## src/rtl/ofmap_writeback_if.sv

```systemverilog
// PPU-to-DRAM writeback bundle: tile control, the PPU byte stream and the
// word-addressed DRAM write channel, plus status.
interface ofmap_writeback_if #(
    parameter int unsigned ADDR_W = 16
);
    logic              start;
    logic [ADDR_W-1:0] base_addr;
    logic              ofmap_valid;
    logic [7:0]        ofmap_data;
    logic              dram_wvalid;
    logic [ADDR_W-1:0] dram_waddr;
    logic [31:0]       dram_wdata;
    logic              dram_wready;
    logic              busy;
    logic              tile_done;
    logic              overflow;

    // Writeback engine view.
    modport master (
        input  start, base_addr, ofmap_valid, ofmap_data, dram_wready,
        output dram_wvalid, dram_waddr, dram_wdata, busy, tile_done, overflow
    );

    // Controller / PPU / DRAM view.
    modport slave (
        output start, base_addr, ofmap_valid, ofmap_data, dram_wready,
        input  dram_wvalid, dram_waddr, dram_wdata, busy, tile_done, overflow
    );
endinterface

```

## src/rtl/ofmap_writeback.sv

```systemverilog
// Packs one tile of int8 PPU output into little-endian 32-bit words, buffers
// them in a small FIFO and writes them to contiguous DRAM word addresses.
module ofmap_writeback #(
    parameter int unsigned WIDTH      = 64,
    parameter int unsigned PACK       = 4,
    parameter int unsigned FIFO_DEPTH = 8,
    parameter int unsigned ADDR_W     = 16
) (
    input logic               clk,
    input logic               rst_n,
    ofmap_writeback_if.master bus
);
    localparam int unsigned NWORDS = WIDTH / PACK;
    localparam int unsigned BCW    = $clog2(WIDTH);
    localparam int unsigned WCW    = $clog2(NWORDS + 1);
    localparam int unsigned PW     = $clog2(FIFO_DEPTH);

    typedef enum logic [1:0] {S_IDLE, S_COLLECT, S_DRAIN, S_DONE} state_t;

    state_t            state_q, state_d;
    logic [BCW-1:0]    byte_cnt_q, byte_cnt_d;
    logic [WCW-1:0]    sent_q, sent_d;
    logic [WCW-1:0]    dropped_q, dropped_d;
    logic [ADDR_W-1:0] base_q, base_d;
    logic [31:0]       pack_q, pack_d;
    logic [PW:0]       wr_ptr_q, wr_ptr_d;
    logic [PW:0]       rd_ptr_q, rd_ptr_d;
    logic              ovf_q, ovf_d;
    logic [31:0]       mem_q [FIFO_DEPTH];

    logic              active, wvalid, pop, byte_in, push_req, push_ok, drop;
    logic              fifo_empty, fifo_full;
    logic [PW:0]       fifo_cnt;
    logic [1:0]        lane;
    logic [31:0]       word_in;

    assign active     = (state_q == S_COLLECT) || (state_q == S_DRAIN);
    assign fifo_cnt   = wr_ptr_q - rd_ptr_q;
    assign fifo_empty = (fifo_cnt == '0);
    assign fifo_full  = (fifo_cnt == (PW+1)'(FIFO_DEPTH));
    assign wvalid     = active && !fifo_empty;
    assign pop        = wvalid && bus.dram_wready;
    assign byte_in    = (state_q == S_COLLECT) && bus.ofmap_valid;
    assign lane       = byte_cnt_q[1:0];
    assign push_req   = byte_in && (lane == 2'd3);
    // A pop in the same cycle frees a slot, so a full FIFO still takes the word.
    assign push_ok    = push_req && (!fifo_full || pop);
    assign drop       = push_req && fifo_full && !pop;
    assign word_in    = {bus.ofmap_data, pack_q[23:0]};

    assign bus.dram_wvalid = wvalid;
    assign bus.dram_wdata  = wvalid ? mem_q[rd_ptr_q[PW-1:0]] : '0;
    assign bus.dram_waddr  = active ? base_q + ADDR_W'(sent_q) : '0;
    assign bus.busy        = active;
    assign bus.tile_done   = (state_q == S_DONE);
    assign bus.overflow    = ovf_q;

    // Next-state: FSM transitions, byte packing, FIFO pointers and counters.
    always_comb begin
        state_d    = state_q;
        byte_cnt_d = byte_cnt_q;
        sent_d     = sent_q;
        dropped_d  = dropped_q;
        base_d     = base_q;
        pack_d     = pack_q;
        wr_ptr_d   = wr_ptr_q;
        rd_ptr_d   = rd_ptr_q;
        ovf_d      = ovf_q;
        case (state_q)
            S_IDLE: begin
                if (bus.start) begin
                    state_d    = S_COLLECT;
                    base_d     = bus.base_addr;
                    byte_cnt_d = '0;
                    sent_d     = '0;
                    dropped_d  = '0;
                    ovf_d      = 1'b0;
                    pack_d     = '0;
                    wr_ptr_d   = '0;
                    rd_ptr_d   = '0;
                end
            end
            S_COLLECT: begin
                if (byte_in) begin
                    pack_d[{lane, 3'b000} +: 8] = bus.ofmap_data;
                    byte_cnt_d = byte_cnt_q + BCW'(1);
                    if (byte_cnt_q == BCW'(WIDTH - 1)) state_d = S_DRAIN;
                end
            end
            S_DRAIN: begin
                // Dropped words never reach DRAM, so they count towards completion.
                if ((sent_q + dropped_q) == WCW'(NWORDS)) state_d = S_DONE;
            end
            S_DONE: state_d = S_IDLE;
            default: state_d = S_IDLE;
        endcase
        if (push_ok) wr_ptr_d = wr_ptr_q + (PW+1)'(1);
        if (pop) begin
            rd_ptr_d = rd_ptr_q + (PW+1)'(1);
            sent_d   = sent_q + WCW'(1);
        end
        if (drop) begin
            dropped_d = dropped_q + WCW'(1);
            ovf_d     = 1'b1;
        end
    end

    // Control and datapath state registers with asynchronous reset.
    always_ff @(posedge clk or negedge rst_n) begin
        if (!rst_n) begin
            state_q    <= S_IDLE;
            byte_cnt_q <= '0;
            sent_q     <= '0;
            dropped_q  <= '0;
            base_q     <= '0;
            pack_q     <= '0;
            wr_ptr_q   <= '0;
            rd_ptr_q   <= '0;
            ovf_q      <= 1'b0;
        end else begin
            state_q    <= state_d;
            byte_cnt_q <= byte_cnt_d;
            sent_q     <= sent_d;
            dropped_q  <= dropped_d;
            base_q     <= base_d;
            pack_q     <= pack_d;
            wr_ptr_q   <= wr_ptr_d;
            rd_ptr_q   <= rd_ptr_d;
            ovf_q      <= ovf_d;
        end
    end

    // FIFO storage; contents are only observable through valid pointers.
    always_ff @(posedge clk) begin
        if (push_ok) mem_q[wr_ptr_q[PW-1:0]] <= word_in;
    end
endmodule

```

## src/flat_wrapper.sv

```systemverilog
// flat-port wrapper written by rule: the top's interface ports become plain ports
module ofmap_writeback_flat 
#(
    parameter int unsigned WIDTH      = 64,
    parameter int unsigned PACK       = 4,
    parameter int unsigned FIFO_DEPTH = 8,
    parameter int unsigned ADDR_W     = 16
)
  (clk, rst_n, bus_start, bus_base_addr, bus_ofmap_valid, bus_ofmap_data, bus_dram_wready, bus_dram_wvalid, bus_dram_waddr, bus_dram_wdata, bus_busy, bus_tile_done, bus_overflow);
  ofmap_writeback_if #(.ADDR_W(ADDR_W)) bus_i ();
  input logic clk;
  input logic rst_n;
  input wire logic [$bits(bus_i.start)-1:0] bus_start;
  input wire logic [$bits(bus_i.base_addr)-1:0] bus_base_addr;
  input wire logic [$bits(bus_i.ofmap_valid)-1:0] bus_ofmap_valid;
  input wire logic [$bits(bus_i.ofmap_data)-1:0] bus_ofmap_data;
  input wire logic [$bits(bus_i.dram_wready)-1:0] bus_dram_wready;
  output wire logic [$bits(bus_i.dram_wvalid)-1:0] bus_dram_wvalid;
  output wire logic [$bits(bus_i.dram_waddr)-1:0] bus_dram_waddr;
  output wire logic [$bits(bus_i.dram_wdata)-1:0] bus_dram_wdata;
  output wire logic [$bits(bus_i.busy)-1:0] bus_busy;
  output wire logic [$bits(bus_i.tile_done)-1:0] bus_tile_done;
  output wire logic [$bits(bus_i.overflow)-1:0] bus_overflow;
  assign bus_i.start = bus_start;
  assign bus_i.base_addr = bus_base_addr;
  assign bus_i.ofmap_valid = bus_ofmap_valid;
  assign bus_i.ofmap_data = bus_ofmap_data;
  assign bus_i.dram_wready = bus_dram_wready;
  assign bus_dram_wvalid = bus_i.dram_wvalid;
  assign bus_dram_waddr = bus_i.dram_waddr;
  assign bus_dram_wdata = bus_i.dram_wdata;
  assign bus_busy = bus_i.busy;
  assign bus_tile_done = bus_i.tile_done;
  assign bus_overflow = bus_i.overflow;
  ofmap_writeback #(.WIDTH(WIDTH), .PACK(PACK), .FIFO_DEPTH(FIFO_DEPTH), .ADDR_W(ADDR_W)) u_core (.clk(clk), .rst_n(rst_n), .bus(bus_i));
endmodule
```

## config.mk

```make
export PLATFORM = sky130hd
export DESIGN_NAME = ofmap_writeback_flat
export DESIGN_NICKNAME = d
export VERILOG_FILES = /design/src/rtl/ofmap_writeback_if.sv /design/src/rtl/ofmap_writeback.sv /design/src/flat_wrapper.sv
export SDC_FILE = /design/constraint.sdc
export NUM_CORES = 1
export LEC_CHECK = 0
export BUFFER_PORTS_ARGS = -buffer_cell sky130_fd_sc_hd__buf_2
export CORE_MARGIN = 5
export CORE_UTILIZATION = 55
export CTS_BUF_LIST = sky130_fd_sc_hd__clkbuf_2 sky130_fd_sc_hd__clkbuf_4 sky130_fd_sc_hd__clkbuf_8
export DETAILED_ROUTE_END_ITERATION = 7
export PLACE_DENSITY = 0.73
export SETUP_SLACK_MARGIN = 0.1
export SKIP_CTS_REPAIR_TIMING = 1
export SKIP_LAST_GASP = 1
export SYNTH_ARGS = -nofsm -noshare
export SYNTH_HDL_FRONTEND = slang
export SYNTH_SLANG_ARGS = --single-unit
```

## constraint.sdc

```tcl
create_clock -name clk -period 18.38 [get_ports clk]
set_input_delay 2.757 -clock clk [delete_from_list [all_inputs] [get_ports clk]]
set_output_delay 2.757 -clock clk [all_outputs]
set_load 0.01 [all_outputs]
```

==> results.yml, run 1 <==
status:
  status: "complete, no violations"
final_layout:
  regArea_sq_um: 9370
  drive_gt1_share_pct: 26.3
  fin_util_pct: 63.5
  fin_nets: 1013
  syn_to_final_growth_pct: 14.1
  num-fill-cells: 1731
  multiInputGateArea_sq_um: 3940
logic_synthesis:
  netlist_area_sq_um: 13500
  yosysSeqAreaShare_pct: 69.1
  async_flop_share_pct: 20.7
  synth.avg_cell_area_sq_um: 16.0
  synth_cell_type_count: 60
  synth_edf_count: 256
  yosys_warnings: 0
  syn_inst: 848
  synth.ff_latch_count: 323
  syn-num-nets: 903
  ys.flop_type: "edfxtp_1"
clocking:
  cts_tree: "yes"
  cts_root_buffer: "clkbuf_8"
  cts_made_buffers: 50
  path_clk_slew_ns: 0.07
  numClockSinks: 323
  cts_max_level: 2
  clk_latency_ns: 0.56
  clk_path_buf_depth: 3
worst_setup_path:
  start_kind: "flip-flop"
  r2r_start: "u_core.rd_ptr_q[1]"
  setup.worst_path.class: "reg -> out"
  r2r_slack_ns: 14.12
  crit_start: "u_core.rd_ptr_q[1]"
  crit_fanout: 67
  end_kind: "primary output"
  regToRegEndpoint: "u_core.mem_q[3][12]"
  reg2reg_depth: 9
  cp.required_ns: 15.62
  arrival_ns: 3.59
floorplanning:
  ioPinCount: 81
  core_sq_um: 24300
  dieHeight_um: 167
  rows: 57
  start_util_pct: 55.7
  die_w_um: 167
  dieArea_sq_um: 27900
hold_path:
  min_to: "u_core.base_q[3]"
  holdCritPathClass: "reg -> reg"
  whs_path_depth: 1
  hp-start: "u_core.base_q[3]"
drt:
  first_iter_violations: 565
  drtPass1Iterations: 5
  drc_errors: 0
  vias: 7634
  wl_per_cell_um: 21.1
  wl_um: 27900
  viasPerCell: 5.76
  ant_nets: 0
pwr:
  leakagePower_uw: 0.00564
  totalPowerFinal_uw: 2230
  powerDensity_nw_per_um2: 144
  ir_worst_vdd_v: 0.000119
place:
  dp_hpwl_um: 16000
  gp_congestion: 0.795
  io_buffers: 80
sta:
  finalHoldViolCount: 0
  slew_violations: 0
  fin_skew_ns: 0.0228
  worst_pin_slew_ns: 1.18
  setup_viol: 0
  max_freq_ghz: 0.158
  finalCritPeriodShare_pct: 34.5
  max_slew_margin_pct: 21.0
  rsz0062_at_grt: "false"
  post-route-min-period_ns: 6.35
  final.setup.tns_ns: 0
global_route:
  grt_pass1_vias: 7853
  grt_max_degree: 68
  grt_use_total_pct: 20.2
  grt_pass1_wl_um: 44100
  grt_overflow: 0
  antenna_found_initial: 2
run:
  maxCapViolCount: 0
[state kept, by name (all words and copies together), names as in the netlist]
register	cells
u_core.sent_q	5
u_core.bus.overflow	1
u_core.rd_ptr_q	4
u_core.wr_ptr_q	4
u_core.state_q	2
u_core.dropped_q	5
u_core.base_q	16
u_core.byte_cnt_q	6
u_core.mem_q	256
u_core.pack_q	24
[worst max-delay path by stage]
stage,cells after the start,endpoint
3_5_place_dp,10,bus_dram_wdata[23]
4_1_cts,10,bus_dram_wdata[18]
5_1_grt,10,bus_dram_wdata[14]
3_3_place_gp,10,bus_dram_wdata[13]
2_1_floorplan,5,u_core.mem_q[2][0]
6_report,10,bus_dram_wdata[18]
[cells by family (layout without fill, tap and decap cells)]
logic type / count (synthesis) / in the layout / share of synthesized area [%]
other: 0 / 1 / 0
multiplexers: 86 / 86 / 12.4
adder cells (fa/ha/maj): 26 / 26 / 2.51
XOR/XNOR: 14 / 14 / 0.905
AND/OR/NAND/NOR: 203 / 203 / 7.37
buffers and inverters: 73 / 225 / 2.17
flip-flops: 323 / 323 / 69.1
AO/OA/AOI/OAI: 123 / 123 / 5.52
[synthesized netlist by cell type (3+ instances only)]
cell | instances | area, sq um
and2_1 | 5 | 31.3
o21ai_0 | 9 | 45.0
edfxtp_1 | 256 | 7690
nor2_1 | 16 | 60.1
nand2_1 | 94 | 353
clkbuf_1 | 22 | 82.6
and3_1 | 4 | 25.0
o21a_1 | 3 | 22.5
nor3_1 | 7 | 35.0
dfrtp_1 | 67 | 1680
xor2_1 | 10 | 87.6
mux4_2 | 64 | 1440
o211ai_1 | 5 | 37.5
o21ai_1 | 25 | 125
o31ai_1 | 5 | 37.5
ha_1 | 24 | 300
a221o_1 | 3 | 30.0
nand3_1 | 36 | 180
a21oi_1 | 50 | 250
nor2b_1 | 5 | 31.3
inv_1 | 30 | 113
inv_2 | 4 | 15.0
buf_2 | 10 | 50.1
buf_1 | 5 | 18.8
xnor2_1 | 4 | 35.0
mux2_1 | 13 | 146
mux2i_1 | 7 | 70.1
nor4b_1 | 4 | 35.0
nand4_1 | 6 | 37.5
a22o_1 | 10 | 87.6
nand2b_1 | 5 | 31.3
nor4_1 | 4 | 25.0
[worst max-delay path, stage by stage, from the launching register on]
cell	delay, ns
dfrtp_2	0.34
buf_4	0.73
inv_1	0.18
ha_1	0.39
nand3b_1	0.10
a21oi_1	0.21
o2111ai_2	0.26
nand2_1	0.14
buf_4	0.37
a21oi_1	0.10
buf_2	0.16
[through the flow]
step / worst slack, ns / hold WS [ns] / cells / area (sq um)
detailed placement: 12.56 / 0.487 / 1230 / 14400
CTS: 11.92 / 0.502 / 1324 / 15400
finish: 12.03 / 0.504 / 1325 / 15500
global route: 11.73 / 0.516 / 1325 / 15500
floorplan: 11.03 / 0.465 / 848 / 13500
global placement: 12.71 / 0.479 / 1230 / 14400
[report_power, final]
group / internal, uW / switching, uW / leakage, uW
clock: 355 / 268 / 0.000568
sequential: 840 / 63.2 / 0.00324
combinational: 297 / 407 / 0.00183
[layout make-up]
| type | count | share of cell area (%) |
|---|---|---|
| inverters | 35 | 0.850 |
| diodes | 1 | 0.0162 |
| clock inverters | 22 | 1.00 |
| flip-flops and latches | 323 | 60.6 |
| clock buffers | 72 | 6.01 |
| well taps | 324 | 2.62 |
| multi-input cells | 452 | 25.5 |
| repair buffers | 96 | 3.37 |
[placed cells by master, fill, tap and decap left out, types with 24 or more instances in the layout]
master,synthesis,layout
a21oi_1,50,50
buf_2,10,80
clkbuf_8,0,62
dfrtp_1,67,65
edfxtp_1,256,256
ha_1,24,24
inv_1,30,30
mux4_2,64,64
nand2_1,94,94
nand3_1,36,36
o21ai_1,25,25
[per-layer routing]
layer	wire length, um	up-vias	global-route usage (%)	share of wire [%]
li1	-	3521	-	-
met1	12000	3817	28.4	43
met2	13700	250	33.2	49
met3	1650	44	3.84	5.9
met4	493	2	5.27	1.8
met5	11	-	0	0.039
Note: power is estimated with default switching activity, not from simulation.
==> run 2: changes to the inputs <==
--- a/config.mk
+++ b/config.mk
@@ -5,12 +5,13 @@
 export SDC_FILE = /design/constraint.sdc
 export NUM_CORES = 1
 export LEC_CHECK = 0
+export ABC_AREA = 1
 export BUFFER_PORTS_ARGS = -buffer_cell sky130_fd_sc_hd__buf_2
 export CORE_MARGIN = 5
 export CORE_UTILIZATION = 55
 export CTS_BUF_LIST = sky130_fd_sc_hd__clkbuf_2 sky130_fd_sc_hd__clkbuf_4 sky130_fd_sc_hd__clkbuf_8
 export DETAILED_ROUTE_END_ITERATION = 7
-export PLACE_DENSITY = 0.73
+export PLACE_DENSITY = 0.76
 export SETUP_SLACK_MARGIN = 0.1
 export SKIP_CTS_REPAIR_TIMING = 1
 export SKIP_LAST_GASP = 1
==> constraint.sdc (replaced) <==
create_clock -name clk -period 5.1 [get_ports clk]
set_input_delay 0.765 -clock clk [delete_from_list [all_inputs] [get_ports clk]]
set_output_delay 0.765 -clock clk [all_outputs]
set_load 0.01 [all_outputs]
==> run 2 against run 1 <==
Clock-buffer cell count grew 6. Largest cell class unchanged. Total power grew to 3.8 times the previous value. Synthesized area grew 3.0%. Core utilization shrank 0.85 points.
==> results.yml, run 2 <==
worst_setup_path:
  r2r_start: "u_core.rd_ptr_q[0]"
  arrival_ns: 3.50
  setup.worst_path.class: "reg -> out"
  start_kind: "flip-flop"
  end_kind: "primary output"
  critPathCapture: "bus_dram_wdata[27]"
  regToRegEndpoint: "u_core.mem_q[2][27]"
  crit_fanout: 65
  cp.required_ns: 4.34
  r2r_slack_ns: 1.60
  crit_start: "u_core.rd_ptr_q[0]"
  reg2reg_depth: 10
final_layout:
  final_cell_mix: "331 x nand2_1, 256 x edfxtp_1, 113 x a21oi_1"
  drive_gt1_share_pct: 15.3
  layout.cells.non_filler: 1693
  final_common_cell: "nand2_1"
  fin_nets: 1377
  syn_to_final_growth_pct: 12.8
  antenna_cells: 0
  num-fill-cells: 1948
  largest_register_ffs: 256
clocking:
  clk_path_buf_depth: 3
  path_clk_slew_ns: 0.07
  numClockSinks: 323
  cts_root_buffer: "clkbuf_8"
  cts_tree: "yes"
  cts_made_buffers: 49
  cts_max_level: 2
  clk_latency_ns: 0.57
sta:
  worst_pin_slew_ns: 1.16
  max_freq_ghz: 0.235
  fin_skew_ns: 0.0239
  post-route-min-period_ns: 4.26
  rsz0062_at_grt: "false"
  finalHoldViolCount: 0
  slew_violations: 0
  finalCritPeriodShare_pct: 83.6
  setup_viol: 0
  final.setup.tns_ns: 0
  max_slew_margin_pct: 22.6
  fin_ws_ns: 0.836
logic_synthesis:
  syn-num-nets: 1293
  yosysSeqAreaShare_pct: 67.1
  yosys_warnings: 0
  yosysMostFrequentCell: "nand2_1"
  synth_commonest_cells: "331 x nand2_1, 256 x edfxtp_1, 113 x a21oi_1"
  synth.top_cell.area_share_pct: 55.1
  synth_area_leaders: "edfxtp_1 55%, dfrtp_1 12%, nand2_1 8.9%"
  netlist_area_sq_um: 14000
  syn_inst: 1238
  synth.avg_cell_area_sq_um: 11.3
  synth_cell_type_count: 41
  synth_edf_count: 256
  synth.ff_latch_count: 323
  synth_top_area_cell: "edfxtp_1"
  ys.flop_type: "edfxtp_1"
  async_flop_share_pct: 20.7
place:
  gp_congestion: 0.798
  dp_hpwl_um: 18400
  dp.cells: 1601
  io_buffers: 80
  dp_slack_ns: 1.47
global_route:
  antenna_found_initial: 1
  grt_max_degree: 98
  grt_use_total_pct: 22.0
  grt_pass1_vias: 9694
  grt_pass1_wl_um: 50500
  grt_overflow: 0
floorplanning:
  dieArea_sq_um: 28700
  dieHeight_um: 169
  ioPinCount: 81
  start_util_pct: 55.6
  core_sq_um: 25100
  rows: 58
  die_w_um: 169
status:
  status: "complete, no violations"
drt:
  viasPerCell: 5.70
  first_iter_violations: 700
  ant_nets: 0
  wl_um: 31300
  drc_errors: 0
  drtPass1Iterations: 5
  wl_per_cell_um: 18.5
  vias: 9656
pwr:
  ir_worst_vdd_v: 0.000333
  leakagePower_uw: 0.00621
  powerDensity_nw_per_um2: 533
hold_path:
  holdCritPathClass: "in -> async"
run:
  maxCapViolCount: 0
[run 2: cell types whose count changed after synthesis, moves of 9 or more]
cell	before	now
o21ai_1	25	9
mux4_2	64	0
nand3_1	36	49
o22ai_1	0	9
inv_1	30	61
a21oi_1	50	113
a22o_1	10	0
nand2_1	94	331
nor2_1	16	70
mux2_1	13	0
a32o_1	0	32
o21ai_0	9	64
a22oi_1	1	32
buf_2	10	30
[run 2: how the worst min path moves through the flow]
stage,from,to,slack [ns],depth (start not counted)
after floorplan,u_core.base_q[0],u_core.base_q[0],0.46,2
after global placement,u_core.bus.overflow,u_core.bus.overflow,0.46,2
after detailed placement,u_core.bus.overflow,u_core.bus.overflow,0.47,2
after CTS,rst_n,u_core.byte_cnt_q[3],0.24,1
after global routing,rst_n,u_core.byte_cnt_q[3],0.27,1
final,rst_n,u_core.byte_cnt_q[3],0.25,1
[run 2: through the flow]
stage,hold slack (ns),area [sq um],utilization [%],total power [uW]
CTS,0.243,15700,62.7,8440
global route,0.275,15700,62.7,8930
floorplan,0.455,14000,-,5270
global placement,0.460,14700,58.4,6080
finish,0.245,15700,62.7,8400
detailed placement,0.471,14700,58.4,6150
[run 2: cell families after synthesis]
logic type	count (synthesis)	share of synthesized area [%]
xor gates and xnor gates	14	0.878
buffers and inverters	131	4.07
and+or+nand+nor	476	13.8
DFF	323	67.1
AOI/OAI and AO/OA	268	11.8
adders and majority gates	26	2.44
[run 2: critical path, stage by stage (launching register included)]
cell and delay (ns):
dfrtp_4 0.95, clkinv_2 0.78, buf_4 0.49, nand2_1 0.10, a22oi_1 0.08, o21ai_0 0.30, nor2_1 0.07, buf_2 0.15
[run 2: metal layers]
metal	vias to the layer above	part of all wire [%]	global-route usage (%)
met3	55	6.6	3.54
met4	2	1.9	6.90
met2	364	50	38.1
met1	4678	42	28.7
met5	-	0.022	0
li1	4557	-	-
[run 2: cell type report]
| type | instances | area (sq um) | area share (%) |
|---|---|---|---|
| multi-input combinational | 784 | 4080 | 25.9 |
| timing repair buffer | 98 | 536 | 3.40 |
| clock inverter | 14 | 148 | 0.938 |
| sequential | 323 | 9370 | 59.5 |
| tap | 330 | 413 | 2.62 |
| inverter | 66 | 254 | 1.61 |
| clock buffer | 78 | 942 | 5.99 |
[run 2: power by group]
group / switching, uW / internal (uW)
registers: 262 / 3020
logic: 1860 / 957
clock network: 965 / 1330
==> run 3: changes to the inputs <==
==> constraint.sdc (replaced) <==
create_clock -name clk -period 3.9 [get_ports clk]
set_input_delay 0.585 -clock clk [delete_from_list [all_inputs] [get_ports clk]]
set_output_delay 0.585 -clock clk [all_outputs]
set_load 0.01 [all_outputs]
==> run 3 against run 2 <==
Worst hold slack lost 0.14 ns. Sequential share of layout area is essentially flat. Routed wire length grew 0.70%. Clock-buffer cell count shrank 15. Register-to-register slack lost 0.61 ns. First-iteration DRC count grew 10%. Critical path depth grew 1. Setup slack lost 0.31 ns. Largest power group unchanged.
==> results.yml, run 3 (synthesis gave the netlist of run 2 again) <==
sta:
  fin_skew_ns: 0.0165
  worst_pin_slew_ns: 1.14
  slew_violations: 0
  max_freq_ghz: 0.296
  rsz0062_at_grt: "false"
  post-route-min-period_ns: 3.37
  finalCritPeriodShare_pct: 86.5
  max_slew_margin_pct: 24.1
  setup_viol: 0
  final.setup.tns_ns: 0
  finalHoldViolCount: 0
worst_setup_path:
  critPathMaxStageDelay_ns: 0.82
  critPathSlowestCell: "buf_4"
  cp.required_ns: 3.31
  end_kind: "primary output"
  crit_fanout: 97
  start_kind: "flip-flop"
  cp_cell_sequence: "inv_2, buf_4, a21oi_1, a32o_1, nand2_1, o21ai_1, nor2_1, buf_2"
  critical-path-top-delay-family: "buffers and inverters"
  crit_buf_inv: 3
  setup.worst_path.class: "reg -> out"
  arrival_ns: 2.79
  r2r_slack_ns: 0.99
  r2r_start: "u_core.rd_ptr_q[0]"
  crit_start: "u_core.rd_ptr_q[1]"
pwr:
  p_clk_share_pct: 25.5
  p_sw_uw: 4050
  p_sw_share_pct: 37.6
  leakagePower_uw: 0.00620
  powerDensity_nw_per_um2: 684
  ir_worst_vdd_v: 0.000521
  pwr-share-seq_pct: 39.4
  totalPowerFinal_uw: 10800
  power_frac_comb_pct: 35.1
  internal_power_uw: 6710
place:
  io_buffers: 80
  placed_area_sq_um: 14800
  dp.cells: 1609
  gp_congestion: 0.803
  dp_hpwl_um: 18500
global_route:
  grt_max_degree: 105
  grt_use_total_pct: 21.8
  grt_pass1_wl_um: 49700
  grt_overflow: 0
  grt_pass1_vias: 9539
  antenna_found_initial: 1
drt:
  drc_errors: 0
  drtPass1Iterations: 5
  ant_nets: 0
  wl_um: 31500
  wl_per_cell_um: 18.6
  vias: 9714
  viasPerCell: 5.72
  first_iter_violations: 772
clocking:
  clk_latency_ns: 0.56
  cts_tree: "yes"
  path_clk_slew_ns: 0.06
  numClockSinks: 323
  cts_made_buffers: 49
  cts_root_buffer: "clkbuf_8"
  cts_max_level: 2
  clk_path_buf_depth: 3
run:
  maxCapViolCount: 0
floorplanning:
  die_w_um: 169
  dieHeight_um: 169
  rows: 58
  ioPinCount: 81
  start_util_pct: 55.6
  dieArea_sq_um: 28700
  core_sq_um: 25100
status:
  status: "complete, no violations"
final_layout:
  fin_nets: 1385
  largest_register_ffs: 256
  layout.cells.non_filler: 1699
  drive_gt1_share_pct: 15.0
  syn_to_final_growth_pct: 12.8
  final_common_cell: "nand2_1"
  final_cell_mix: "331 x nand2_1, 256 x edfxtp_1, 113 x a21oi_1"
  final_area_sq_um: 15700
hold_path:
  holdCritPathClass: "in -> async"
## run 3: changes by cell type in the layout (fill, tap and decap cells not counted)
cell       change
buf_12         +4
clkbuf_8       -4
bufinv_16      -1
clkbuf_4      -11
clkinv_2       +4
clkinv_1       +9
diode_2        +1
buf_4          +4
## run 3: final timing paths
check / to / cells after the start
min in group clk: u_core.base_q[2] / 3
min: u_core.base_q[8] / 1
max in group asynchronous: u_core.state_q[1] / 2
max: bus_dram_wdata[30] / 8
min reg2reg: u_core.bus.overflow / 2
max reg2reg: u_core.mem_q[2][17] / 11
## run 3: worst register-to-register path: cells and delay by family (launching register included)
family,cells,cell delay [ns]
buffers and inverters,2,0.31
DFF,1,0.61
adders and majority gates,1,0.25
and+or+nand+nor,7,1.35
AOI/OAI and AO/OA,1,0.12
## run 3: cell type report
| cell class | instances | area, sq um |
|---|---|---|
| inverter | 66 | 254 |
| tap | 330 | 413 |
| timing repair buffer | 106 | 646 |
| multi-input combinational | 784 | 4080 |
| fill | 1990 | 9370 |
| antenna | 1 | 2.50 |
| clock inverter | 26 | 171 |
| sequential | 323 | 9370 |
| clock buffer | 63 | 805 |
## run 3: power by group through the flow
| stage | sequential (uW) | clock [uW] | combinational [uW] |
|---|---|---|---|
| 2_1_floorplan | 4170 | 0 | 2720 |
| 3_3_place_gp | 4280 | 0 | 3690 |
| 3_5_place_dp | 4300 | 0 | 3780 |
| 4_1_cts | 4230 | 2780 | 3810 |
| 5_1_grt | 4260 | 2950 | 4240 |
| 6_report | 4230 | 2750 | 3780 |
## run 3: layer usage
layer	wire length, um	global-route usage (%)	vias to the layer above
met5	0	0	-
met4	679	6.41	0
met3	2280	3.77	57
met2	15600	37.5	390
met1	12900	28.8	4689
li1	-	-	4578
## run 3: metrics by stage
stage                     util (%)  hold slack [ns]  setup slack [ns]
after global routing          62.7            0.142             0.298
final                         62.7            0.104             0.525
after detailed placement      58.8            0.462             0.977
after global placement        58.8            0.467              1.06
after CTS                     62.7            0.109             0.554
after floorplan                  -            0.289            -0.528
